==> config.mk <==
export PLATFORM = sky130hd
export DESIGN_NAME = faims_sweep_ctrl
export DESIGN_NICKNAME = d
export VERILOG_FILES = /design/src/rtl/faims_sweep_ctrl.sv
export SDC_FILE = /design/constraint.sdc
export NUM_CORES = 1
export LEC_CHECK = 0
export ABC_AREA = 0
export CORE_UTILIZATION = 45
export DETAILED_ROUTE_END_ITERATION = 10
export PLACE_DENSITY = 0.65
export SYNTH_ARGS = -nofsm -noshare
export SYNTH_HDL_FRONTEND = slang
export SYNTH_SLANG_ARGS = --single-unit
==> constraint.sdc <==
create_clock -name CLK -period 10.4 [get_ports CLK]
set_input_delay 2.08 -clock CLK [delete_from_list [all_inputs] [get_ports CLK]]
set_output_delay 2.08 -clock CLK [all_outputs]
set_load 0.02 [all_outputs]
==> src/rtl/faims_sweep_ctrl.sv <==
// Sweep sequencer for the FAIMS drive: soft-start ramp, stepped dwell sweep, soft-stop.
// Parameter updates to the FAIMS block land only on period boundaries.
module faims_sweep_ctrl #(
  parameter int PERIOD_W = 10,
  parameter int WORK_W   = 8,
  parameter int DWELL_W  = 24
) (
  input  logic                CLK,
  input  logic                i_reset,
  input  logic                i_start,
  input  logic                i_abort,
  input  logic [PERIOD_W-1:0] i_cfgPeriod,
  input  logic [PERIOD_W-1:0] i_cfgPulseLen,
  input  logic [WORK_W-1:0]   i_workStart,
  input  logic [WORK_W-1:0]   i_workStop,
  input  logic [WORK_W-1:0]   i_workStep,
  input  logic [DWELL_W-1:0]  i_dwell,
  output logic                o_faimsEnable,
  output logic [PERIOD_W-1:0] o_parFaimsPeriod,
  output logic [PERIOD_W-1:0] o_parFaimsPulseLen,
  output logic [WORK_W-1:0]   o_parWork,
  output logic                o_busy,
  output logic                o_done,
  output logic                o_stepTick,
  output logic [7:0]          o_stepIndex,
  output logic                o_err
);

  typedef enum logic [2:0] {
    S_IDLE     = 3'd0,
    S_RAMP     = 3'd1,
    S_DWELL    = 3'd2,
    S_RAMPDOWN = 3'd3,
    S_DONE     = 3'd4
  } state_t;

  state_t state_r;
  state_t state_s;

  logic [PERIOD_W-1:0] period_sh_r;
  logic [PERIOD_W-1:0] pulse_sh_r;
  logic [WORK_W-1:0]   start_sh_r;
  logic [WORK_W-1:0]   stop_sh_r;
  logic [WORK_W-1:0]   step_sh_r;
  logic [DWELL_W-1:0]  dwell_sh_r;

  logic [PERIOD_W-1:0] cnt_r;
  logic [PERIOD_W-1:0] cnt_s;
  logic [DWELL_W-1:0]  dwell_cnt_r;
  logic [DWELL_W-1:0]  dwell_cnt_s;
  logic [WORK_W-1:0]   work_r;
  logic [WORK_W-1:0]   work_s;
  logic [7:0]          step_index_r;
  logic [7:0]          step_index_s;
  logic                enable_r;
  logic                enable_s;
  logic                busy_r;
  logic                busy_s;
  logic                done_r;
  logic                done_s;
  logic                tick_r;
  logic                tick_s;
  logic                err_r;
  logic                err_s;

  logic                cfg_ok_s;
  logic                accept_s;
  logic                active_s;
  logic                bt_s;
  logic                step_done_s;
  logic                over_s;
  logic [WORK_W:0]     next_work_s;
  logic [DWELL_W-1:0]  dwell_eff_s;

  // Pulse must fit twice inside the period so the drive waveform keeps a gap.
  function automatic logic cfg_valid(
    input logic [PERIOD_W-1:0] per,
    input logic [PERIOD_W-1:0] pul,
    input logic [WORK_W-1:0]   ws,
    input logic [WORK_W-1:0]   we,
    input logic [WORK_W-1:0]   wst
  );
    logic [PERIOD_W:0] dbl;
    dbl = {pul, 1'b0};
    cfg_valid = (per >= PERIOD_W'(4)) && (pul != {PERIOD_W{1'b0}}) &&
                (dbl < {1'b0, per}) && (wst != {WORK_W{1'b0}}) && (ws <= we);
  endfunction

  assign cfg_ok_s    = cfg_valid(i_cfgPeriod, i_cfgPulseLen, i_workStart, i_workStop, i_workStep);
  assign accept_s    = (state_r == S_IDLE) && i_start && cfg_ok_s;
  assign active_s    = (state_r == S_RAMP) || (state_r == S_DWELL) || (state_r == S_RAMPDOWN);
  assign bt_s        = active_s && (cnt_r == (period_sh_r - PERIOD_W'(1)));
  assign dwell_eff_s = (dwell_sh_r == {DWELL_W{1'b0}}) ? DWELL_W'(1) : dwell_sh_r;
  assign step_done_s = (state_r == S_DWELL) && bt_s && (dwell_cnt_r >= (dwell_eff_s - DWELL_W'(1)));
  // One extra bit so a step past the top of the range is seen instead of wrapping.
  assign next_work_s = {1'b0, work_r} + {1'b0, step_sh_r};
  assign over_s      = next_work_s > {1'b0, stop_sh_r};

  // State register.
  always_ff @(posedge CLK or posedge i_reset) begin
    if (i_reset) begin
      state_r <= S_IDLE;
    end else begin
      state_r <= state_s;
    end
  end

  // Next-state decode.
  always_comb begin
    state_s = state_r;
    case (state_r)
      S_IDLE: begin
        if (accept_s) begin
          state_s = (i_workStart == {WORK_W{1'b0}}) ? S_DWELL : S_RAMP;
        end else begin
          state_s = S_IDLE;
        end
      end
      S_RAMP: begin
        if (i_abort) begin
          state_s = S_RAMPDOWN;
        end else if (bt_s && ((work_r + WORK_W'(1)) == start_sh_r)) begin
          state_s = S_DWELL;
        end else begin
          state_s = S_RAMP;
        end
      end
      S_DWELL: begin
        if (i_abort) begin
          state_s = S_RAMPDOWN;
        end else if (step_done_s && over_s) begin
          state_s = S_RAMPDOWN;
        end else begin
          state_s = S_DWELL;
        end
      end
      S_RAMPDOWN: begin
        if (work_r == {WORK_W{1'b0}}) begin
          state_s = S_DONE;
        end else begin
          state_s = S_RAMPDOWN;
        end
      end
      S_DONE:  state_s = S_IDLE;
      default: state_s = S_IDLE;
    endcase
  end

  // Next values of counters and registered outputs.
  always_comb begin
    cnt_s        = cnt_r;
    dwell_cnt_s  = dwell_cnt_r;
    work_s       = work_r;
    step_index_s = step_index_r;
    err_s        = err_r;
    case (state_r)
      S_IDLE: begin
        cnt_s       = {PERIOD_W{1'b0}};
        dwell_cnt_s = {DWELL_W{1'b0}};
        work_s      = {WORK_W{1'b0}};
        if (i_start) begin
          err_s = ~cfg_ok_s;
          if (cfg_ok_s) begin
            step_index_s = 8'd0;
          end else begin
            step_index_s = step_index_r;
          end
        end else begin
          err_s = err_r;
        end
      end
      S_RAMP: begin
        cnt_s       = bt_s ? {PERIOD_W{1'b0}} : (cnt_r + PERIOD_W'(1));
        dwell_cnt_s = {DWELL_W{1'b0}};
        if (!i_abort && bt_s) begin
          work_s = work_r + WORK_W'(1);
        end else begin
          work_s = work_r;
        end
      end
      S_DWELL: begin
        cnt_s = bt_s ? {PERIOD_W{1'b0}} : (cnt_r + PERIOD_W'(1));
        if (i_abort) begin
          dwell_cnt_s = dwell_cnt_r;
        end else if (step_done_s) begin
          dwell_cnt_s = {DWELL_W{1'b0}};
          if (!over_s) begin
            work_s       = next_work_s[WORK_W-1:0];
            step_index_s = (step_index_r == 8'd255) ? 8'd255 : (step_index_r + 8'd1);
          end else begin
            work_s = work_r;
          end
        end else if (bt_s) begin
          dwell_cnt_s = dwell_cnt_r + DWELL_W'(1);
        end else begin
          dwell_cnt_s = dwell_cnt_r;
        end
      end
      S_RAMPDOWN: begin
        cnt_s = bt_s ? {PERIOD_W{1'b0}} : (cnt_r + PERIOD_W'(1));
        if (bt_s && (work_r != {WORK_W{1'b0}})) begin
          work_s = work_r - WORK_W'(1);
        end else begin
          work_s = work_r;
        end
      end
      S_DONE: begin
        cnt_s  = {PERIOD_W{1'b0}};
        work_s = {WORK_W{1'b0}};
      end
      default: begin
        cnt_s  = {PERIOD_W{1'b0}};
        work_s = {WORK_W{1'b0}};
      end
    endcase

    enable_s = (state_s == S_RAMP) || (state_s == S_DWELL) || (state_s == S_RAMPDOWN);
    busy_s   = (state_s != S_IDLE);
    done_s   = (state_s == S_DONE);
    // A tick marks every dwell start, both the first entry and each re-entry after a step.
    tick_s   = (state_s == S_DWELL) && ((state_r != S_DWELL) || step_done_s);
  end

  // Datapath, shadow and output registers.
  always_ff @(posedge CLK or posedge i_reset) begin
    if (i_reset) begin
      cnt_r        <= {PERIOD_W{1'b0}};
      dwell_cnt_r  <= {DWELL_W{1'b0}};
      work_r       <= {WORK_W{1'b0}};
      step_index_r <= 8'd0;
      enable_r     <= 1'b0;
      busy_r       <= 1'b0;
      done_r       <= 1'b0;
      tick_r       <= 1'b0;
      err_r        <= 1'b0;
      period_sh_r  <= {PERIOD_W{1'b0}};
      pulse_sh_r   <= {PERIOD_W{1'b0}};
      start_sh_r   <= {WORK_W{1'b0}};
      stop_sh_r    <= {WORK_W{1'b0}};
      step_sh_r    <= {WORK_W{1'b0}};
      dwell_sh_r   <= {DWELL_W{1'b0}};
    end else begin
      cnt_r        <= cnt_s;
      dwell_cnt_r  <= dwell_cnt_s;
      work_r       <= work_s;
      step_index_r <= step_index_s;
      enable_r     <= enable_s;
      busy_r       <= busy_s;
      done_r       <= done_s;
      tick_r       <= tick_s;
      err_r        <= err_s;
      if (accept_s) begin
        period_sh_r <= i_cfgPeriod;
        pulse_sh_r  <= i_cfgPulseLen;
        start_sh_r  <= i_workStart;
        stop_sh_r   <= i_workStop;
        step_sh_r   <= i_workStep;
        dwell_sh_r  <= i_dwell;
      end
    end
  end

  assign o_faimsEnable      = enable_r;
  assign o_parFaimsPeriod   = period_sh_r;
  assign o_parFaimsPulseLen = pulse_sh_r;
  assign o_parWork          = work_r;
  assign o_busy             = busy_r;
  assign o_done             = done_r;
  assign o_stepTick         = tick_r;
  assign o_stepIndex        = step_index_r;
  assign o_err              = err_r;

endmodule

# Yosys cells after proc, flatten, opt, wreduce, memory -nomap -nowiden
# Index checks and enable logic that the tools add are counted.
word_totals:
  register_bits: 126
  elab_cells: 113
  in_bits: 72
  output_inout_bits: 41
classes:
  n_addsub: 8
  reduce_logical: 36
  n_lt_le_gt_ge: 5
  n_mux: 28
  n_eq_ne: 19
  bitwise: 1
op_table:
  columns: ["cell", "count"]
  rows:
  - ["$mux W24", 4]
  - ["$mux W8", 11]
  - ["$pmux W24 S2", 1]
  - ["$add A24 B1 Y24 const B", 1]
  - ["$ge A24 B24 Y1", 1]
  - ["$logic_not A24 Y1", 1]
  - ["$pmux W8 S3", 1]
  - ["$sub A24 B1 Y24 const B", 1]
  - ["$mux W10", 2]
  - ["$add A8 B1 Y8 const B", 2]
  - ["$logic_not A8 Y1", 2]
  - ["$pmux W8 S2", 1]
  - ["$reduce_bool A8 Y1", 2]
  - ["$logic_and A1 B1 Y1", 14]
  - ["$eq A3 B2 Y1 const B", 4]
  - ["$pmux W3 S4", 1]
  - ["$lt A11 B10 Y1", 1]
  - ["$add A10 B1 Y10 const B", 1]
  - ["$eq A10 B10 Y1", 1]
  - ["$ge A10 B3 Y1 const B", 1]
  - ["$ne A2 B2 Y1 const B", 5]
  - ["$reduce_bool A10 Y1", 1]
  - ["$sub A10 B1 Y10 const B", 1]
  - ["$add A8 B8 Y9", 1]
  - ["25 further kinds", 36]

# Logic depth before layout (Yosys ltp)
# Gate-level depths: netlist of the first run.
depth:
  ltp_word: 13
  ltp_mapped: 23
  depth_no_buf: 20

# Worst setup path after synthesis of the first run
# Ideal clock, no wire load.
synth_timing:
  kind: "register to register"
  startpoint: "register dwell_sh_r[9]"
  endpoint: "register work_r[1] (netlist: o_parWork[1])"
  required_ns: 10.275
  stages_incl_launch_ff: 24
  setup_slack_ns: 5.324
  setup_time_ns: 0.125
  path_buffers: 3
  t_arrival_ns: 4.950
  period_less_slack_ns: 5.076
  cell_sequence: "dfrtp_1 -> or4_1 -> or4_1 -> clkbuf_1 -> nor3_1 -> nand3_1 -> nor2_1 -> nor2_1 -> ha_1 -> nand2_1 -> or3_1 -> clkbuf_1 -> nor3_1 -> xnor2_1 -> ha_1 -> o21ai_0 -> nor2_1 -> a2111oi_0 -> o21ai_0 -> a211o_1 -> a21oi_1 -> or3_1 -> buf_6 -> mux2_4"
synth_between:
  elab_chain_cells: 7
synth_rtl:
  columns: ["item", "line", "source"]
  rows:
  - ["start: declaration", "45", "logic [DWELL_W-1:0] dwell_sh_r;"]
  - ["start signal: assignment", "241", "dwell_sh_r <= {DWELL_W{1'b0}};"]
  - ["start signal: assignment", "258", "dwell_sh_r <= i_dwell;"]
  - ["$logic_not A24 Y1", "93", "assign dwell_eff_s = (dwell_sh_r == {DWELL_W{1'b0}}) ? DWELL_W'(1) : dwell_sh_r;"]
  - ["$mux W24 *", "93", null]
  - ["$sub A24 B1 Y24 *", "94", "assign step_done_s = (state_r == S_DWELL) && bt_s && (dwell_cnt_r >= (dwell_eff_s - DWELL_W'(1)));"]
  - ["$ge A24 B24 Y1 *", "94", null]
  - ["$logic_and A1 B1 Y1 *", "94", null]
  - ["$ne A2 B2 Y1 (no line) *", null, null]
  - ["$reduce_and A5 Y1 (no line) *", null, null]
  - ["end signal: assignment", "229", "work_r <= {WORK_W{1'b0}};"]
  - ["end signal: assignment", "245", "work_r <= work_s;"]
  - ["end: declaration", "51", "logic [WORK_W-1:0] work_r;"]
# Every way passes the cells marked *; elsewhere a longest branch is shown, timed or not.
# A chain may end at the register's enable or synchronous reset.

# Worst setup path in the final report of the first run
layout_timing:
  startpoint: "register dwell_sh_r[9]"
  endpoint: "register work_r[3] (netlist: o_parWork[3])"
# Same word-level chain as after synthesis.

==> results of run 1 <==
[worst max-delay path: cells and delay by family (launching register included)]
family                   cells  cell delay, ns
AO/OA/AOI/OAI                5            1.40
multiplexers                 1            0.33
AND/OR/NAND/NOR             11            2.76
adder cells (fa/ha/maj)      2            0.48
XOR/XNOR                     1            0.18
flip-flops                   1            0.43
[area by class of cell]
class / count / area [um2] / share of cell area
well taps: 229 / 287 / 0.0282
flip-flops and latches: 126 / 3150 / 0.310
inverters: 47 / 179 / 0.0176
repair buffers: 116 / 1150 / 0.113
clock inverters: 13 / 235 / 0.0231
clock buffers: 19 / 453 / 0.0445
multi-input cells: 640 / 4720 / 0.464
[cells by family after synthesis]
group / count (synthesis)
DFF: 126
muxes: 56
xor gates and xnor gates: 80
buffers and inverters: 79
AOI/OAI and AO/OA: 139
adders and majority gates: 65
and+or+nand+nor: 300
[how the worst min path moves through the flow]
| stage | startpoint | end | slack (ns) | depth (start not counted) |
|---|---|---|---|---|
| finish | stop_sh_r[1]$_DFFE_PP0P_ | stop_sh_r[1]$_DFFE_PP0P_ | 0.48 | 2 |
| global route | stop_sh_r[5]$_DFFE_PP0P_ | stop_sh_r[5]$_DFFE_PP0P_ | 0.51 | 2 |
| CTS | stop_sh_r[1]$_DFFE_PP0P_ | stop_sh_r[1]$_DFFE_PP0P_ | 0.49 | 2 |
| detailed placement | stop_sh_r[5]$_DFFE_PP0P_ | stop_sh_r[5]$_DFFE_PP0P_ | 0.47 | 2 |
| global placement | stop_sh_r[6]$_DFFE_PP0P_ | stop_sh_r[6]$_DFFE_PP0P_ | 0.46 | 2 |
| floorplan | stop_sh_r[1]$_DFFE_PP0P_ | stop_sh_r[1]$_DFFE_PP0P_ | 0.45 | 2 |
[power by group]
group | switching [W] | total (W) | internal [W]
Clock | 0.000232 | 0.000695 | 0.000464
Combinational | 0.000627 | 0.00120 | 0.000573
Sequential | 0.000197 | 0.000828 | 0.000631
Total | 0.00106 | 0.00272 | 0.00167
[cell usage in the layout, fill, tap and decap left out, types with 7 or more instances in the layout]
cell type          n
dfrtp_1          126
xnor2_1           65
ha_1              64
nand3_1           27
nand4_1           13
clkbuf_16         17
clkdlybuf4s50_1  112
nor4_1            21
nand2_1           52
inv_1             46
o21ai_0           37
xor2_1            15
a21oi_1           37
nor2_1            71
mux2_2            51
or3_1             10
o41ai_1            7
nor3_1            27
nor3_2            12
and2_1             7
nor2b_1            9
[flip-flops by register name, indices dropped and copies added, names as in the netlist, 3 cells and up]
name	cells
step_sh_r	8
o_stepIndex	8
o_parFaimsPeriod	10
o_parFaimsPulseLen	10
dwell_sh_r	24
start_sh_r	8
o_parWork	8
stop_sh_r	8
dwell_cnt_r	24
state_r	3
cnt_r	10
[metal layers]
layer / vias up / global-route usage
met1: 3081 / 0.286
met2: 140 / 0.356
met4: 0 / 0.0598
met5: - / 0
li1: 3257 / -
met3: 21 / 0.0470
[stage by stage]
step	setup slack (ns)	area, um2	instances	util
after CTS	4.67	10200	1190	0.569
after detailed placement	4.69	9490	1158	0.530
final	4.70	10200	1190	0.569
after floorplan	4.96	8210	845	-
after global routing	4.25	10200	1190	0.569
after global placement	4.85	9490	1158	0.530
==> results.yml, run 1 <==
run_status:
  outcome: "complete, no violations"
die:
  initial_utilization: 0.459
  rows: 49
  die_area_um2: 18800
  fp.dieH_um: 137
  ios: 113
  core_area_um2: 17900
  die_x_um: 137
cts:
  cts_setup_buffers: 0
  hold_buffers: 0
  htreeDepth: 4
  cts_tree: "yes"
  cts_buffer_depth: 2
  numCtsBuffers: 17
  clock_latency_ns: 0.42
  cts-root-buf: "clkbuf_16"
  clk_transition_reported_paths_ns: 0.06
  cts.sink_count: 126
  cts_resized: 0
critical_path:
  r2r-end: "o_parWork[3]$_DFFE_PP0P_"
  cp_common_cell: "nor2_1"
  cp-startpoint: "dwell_sh_r[9]$_DFFE_PP0P_"
  worstRegToRegCells: 20
  critical-path-slowest-cell: "or4_1"
  path_cells: "or4_1, or4_1, nor3_1, nand3_1, nor2_1, nor2_1, ha_1, nand2_1, or3_1, nor3_1, xnor2_1, ha_1, o21ai_0, nor2_1, a2111oi_0, o21ai_0, a211o_1, a21oi_1, or3_1, mux2_4"
  path_class: "flop to flop"
  critPathCapture: "o_parWork[3]$_DFFE_PP0P_"
  worstSetupEndpointType: "flop"
  rrSetupSlack_ns: 4.70
  start_kind: "flop"
  timing.rr.start: "dwell_sh_r[9]$_DFFE_PP0P_"
  slowest_delay_ns: 0.61
  worstPathMaxFanout: 8
  crit_arrival_ns: 6.00
  required_ns: 10.70
timing:
  fin_setup_tns_ns: 0
  clock.fmax_mhz: 176
  min_period_over_period: 0.548
  setup_violations: 0
  tightestPinTransition_ns: 0.927
  maxSlewHeadroom: 0.382
  grt_setup_unrepaired: "no"
  fin_crit_ns: 5.70
  clock_skew_ns: 0.00962
  drv_slew: 0
  hold_slack_ns: 0.483
  finalHoldViolCount: 0
layout:
  drive_gt1_frac: 0.131
  nets: 1085
  area_growth_pct: 23.9
  fillCellCount: 1574
  antenna_cells: 0
routing:
  postRouteAntennaNets: 0
  post_drt_wl_per_cell_um: 15.9
  drc: 0
  vias: 6499
  dr_wl_met2_mm: 9.05
  first_pass_iters: 5
  first_iter_violations: 311
  top_layer_used: "met4"
  wl_met3_um: 779
  vias_per_cell: 5.46
  met1_length_mm: 8.87
  wl_mm: 18.9
yosys:
  synth_top_cell_area_share: 0.384
  synthAdderAreaFrac: 0.0999
  avgSynthCellArea_um2: 9.72
  syn_area_um2: 8210
  synthSimpleGateAreaFrac: 0.200
  syn_inst: 845
  synth.mux.area_fraction: 0.0780
  synthArstFlopShare: 1.00
  synth_top_area_cell: "dfrtp_1"
  syn-num-nets: 982
  ys_ff_latch: 126
  synth_top_family_by_area: "simple AND/OR/NAND/NOR gates"
  yosysWarnings: 0
  yosys-top-cells-area: "dfrtp_1 (38%), ha_1 (9.8%), mux2_2 (7.0%), xnor2_1 (6.9%), nor2_1 (3.2%)"
  netlist_top_cells_count: "dfrtp_1 (126), nor2_1 (71), xnor2_1 (65)"
  ys_dominant_reg_cell: "dfrtp_1"
  yosys.area_share.xor_xnor: 0.0853
  yosysMostFrequentCell: "dfrtp_1"
  synth_compound_area_frac: 0.111
  ys_types: 72
  synth.yosys.seq_area_share: 0.384
  synth_edf_count: 0
power:
  ir_drop_v: 0.000177
  powerDensity_nw_per_um2: 268
  p_leak_nw: 4.35
  power_w: 0.00272
placed_design:
  numPortBuffers: 112
  post-dp-hpwl_mm: 13.9
  gp_congestion: 0.820
global_routing:
  grt-ovfl-total: 0
  grt_max_degree: 74
  grt.total_usage: 0.217
  grt_pass1_wl_mm: 31.6
  antenna_found_initial: 0
  grt_pass1_vias: 6370
min_path:
  hold_class: "flop to flop"
run:
  cap_violations: 0
Note: power is estimated with default switching activity, not from simulation.
==> run 2: changes to the inputs <==
--- a/config.mk
+++ b/config.mk
@@ -8,7 +8,7 @@
 export ABC_AREA = 0
 export CORE_UTILIZATION = 45
 export DETAILED_ROUTE_END_ITERATION = 10
-export PLACE_DENSITY = 0.65
+export PLACE_DENSITY = 0.67
 export SYNTH_ARGS = -nofsm -noshare
 export SYNTH_HDL_FRONTEND = slang
 export SYNTH_SLANG_ARGS = --single-unit
==> constraint.sdc (replaced) <==
create_clock -name CLK -period 5.16 [get_ports CLK]
set_input_delay 1.032 -clock CLK [delete_from_list [all_inputs] [get_ports CLK]]
set_output_delay 1.032 -clock CLK [all_outputs]
set_load 0.02 [all_outputs]
==> run 2 against run 1 <==
Hold slack gained 0.0038 ns. Total power grew 95%. Register-to-register slack lost 4.3 ns. Combinational power grew 110%. Maximum frequency grew 19%. Wire length shrank 0.35%.
==> results.yml, run 2 (synthesis gave the netlist of run 1 again) <==
run_status:
  outcome: "complete, no violations"
timing:
  fin_crit_ns: 4.80
  maxSlewHeadroom: 0.339
  grt_setup_unrepaired: "yes"
  tightestPinTransition_ns: 0.991
  clock_skew_ns: 0.0108
  drv_slew: 0
  fin_setup_tns_ns: 0
  final.setup.worst_slack_ns: 0.359
  min_period_over_period: 0.930
  setup_violations: 0
  finalHoldViolCount: 0
  hold_slack_ns: 0.487
  clock.fmax_mhz: 208
cts:
  cts.sink_count: 126
  cts-root-buf: "clkbuf_16"
  cts_tree: "yes"
  cts_setup_buffers: 0
  hold_buffers: 0
  clk_transition_reported_paths_ns: 0.06
  clock_latency_ns: 0.42
  htreeDepth: 4
  numCtsBuffers: 17
  cts_buffer_depth: 2
placed_design:
  dpl-instance-area_um2: 9570
  dp_cells: 1167
  post-dp-hpwl_mm: 13.9
  dp_worst_setup_slack_ns: -0.0311
  gp_congestion: 0.855
  numPortBuffers: 112
global_routing:
  grt_pass1_wl_mm: 31.1
  grt-ovfl-total: 0
  antenna_found_initial: 0
  grt_max_degree: 78
  grt.total_usage: 0.214
  grt_pass1_vias: 6328
routing:
  drc: 0
  first_iter_violations: 440
  vias: 6563
  dr_wl_met2_mm: 9.12
  post_drt_wl_per_cell_um: 15.7
  wl_met3_um: 805
  top_layer_used: "met4"
  postRouteAntennaNets: 0
  vias_per_cell: 5.47
  met1_length_mm: 8.71
  wl_mm: 18.8
  first_pass_iters: 5
power:
  powerDensity_nw_per_um2: 522
  ir_drop_v: 0.000316
  p_leak_nw: 4.35
die:
  initial_utilization: 0.459
  die_area_um2: 18800
  die_x_um: 137
  fp.dieH_um: 137
  rows: 49
  ios: 113
  core_area_um2: 17900
critical_path:
  worstRegToRegCells: 20
  timing.rr.start: "dwell_sh_r[11]$_DFFE_PP0P_"
  crit_arrival_ns: 5.11
  required_ns: 5.47
  path_class: "flop to flop"
  r2r-end: "o_stepIndex[0]$_DFFE_PP0P_"
  worstPathMaxFanout: 12
  start_kind: "flop"
  rrSetupSlack_ns: 0.36
  worstSetupEndpointType: "flop"
run:
  cap_violations: 0
min_path:
  min_path_cells: 2
  min_from: "stop_sh_r[6]$_DFFE_PP0P_"
  whs_endpoint: "stop_sh_r[6]$_DFFE_PP0P_"
  hold_class: "flop to flop"
layout:
  area_growth_pct: 23.9
  fin_area_um2: 10200
  antenna_cells: 0
  regArea_um2: 3150
  biggestRegsByFlops: "dwell_cnt_r (24), dwell_sh_r (24)"
  final_common_cell: "dfrtp_1"
  mostFrequentLayoutCells: "dfrtp_1 (126), clkdlybuf4s50_1 (112), nor2_1 (69), xnor2_1 (65), ha_1 (64)"
  nets: 1094
  multi_input_area_um2: 4760
  drive_gt1_frac: 0.145
  fillCellCount: 1586
  fin_cells: 1199
run 2: worst max-delay path, stage by stage (launching register included):
cell       delay, ns
dfrtp_1         0.42
or4_1           0.54
or4_4           0.47
nor3_4          0.22
nand3_1         0.13
nor2_2          0.13
nor2_1          0.07
ha_1            0.21
nand2_1         0.11
or3_4           0.15
nor3_1          0.05
xnor2_1         0.14
ha_1            0.29
o21ai_0         0.15
nor2_1          0.05
a2111oi_1       0.33
o21ai_1         0.13
a211o_1         0.35
and4_4          0.26
nor2_2          0.12
mux2_2          0.34
run 2: per-stage QoR:
stage	util	total power [W]
floorplan	-	0.00338
global placement	0.534	0.00407
detailed placement	0.534	0.00412
CTS	0.566	0.00530
global route	0.568	0.00570
finish	0.568	0.00531
run 2: metal layers:
metal	up-vias	global-route usage
met5	-	0
met4	0	0.0549
met3	17	0.0485
met2	137	0.357
met1	3140	0.279
li1	3269	-
run 2: worst max path at each step:
stage | from | to | slack [ns] | cells after the start
floorplan | dwell_sh_r[9]$_DFFE_PP0P_ | o_parWork[1]$_DFFE_PP0P_ | 0.08 | 23
finish | dwell_sh_r[11]$_DFFE_PP0P_ | o_stepIndex[0]$_DFFE_PP0P_ | 0.36 | 20
detailed placement | dwell_sh_r[11]$_DFFE_PP0P_ | o_parWork[1]$_DFFE_PP0P_ | -0.03 | 20
CTS | dwell_sh_r[11]$_DFFE_PP0P_ | o_stepIndex[0]$_DFFE_PP0P_ | 0.04 | 20
global placement | dwell_sh_r[11]$_DFFE_PP0P_ | o_parWork[3]$_DFFE_PP0P_ | 0.13 | 20
global route | dwell_sh_r[11]$_DFFE_PP0P_ | o_stepIndex[0]$_DFFE_PP0P_ | -0.01 | 20
run 2: timing repair:
item                       CTS  global route
setup endpoints to repair    5            40
pin swaps                    0             1
gates resized for setup      2            11
run 2: power breakdown:
group,leakage (nW),total [W],switching [W],internal [W]
Clock,0.271,0.00115,0.000483,0.000668
Combinational,2.42,0.00251,0.00130,0.00121
Sequential,1.65,0.00165,0.000376,0.00127
Total,4.35,0.00531,0.00216,0.00315
run 2: final cells by class:
cell class	instances	share of cell area
clock buffers	17	0.0418
clock inverters	15	0.0135
inverters	47	0.0176
multi-input cells	640	0.468
flip-flops and latches	126	0.310
well taps	229	0.0282
repair buffers	125	0.121
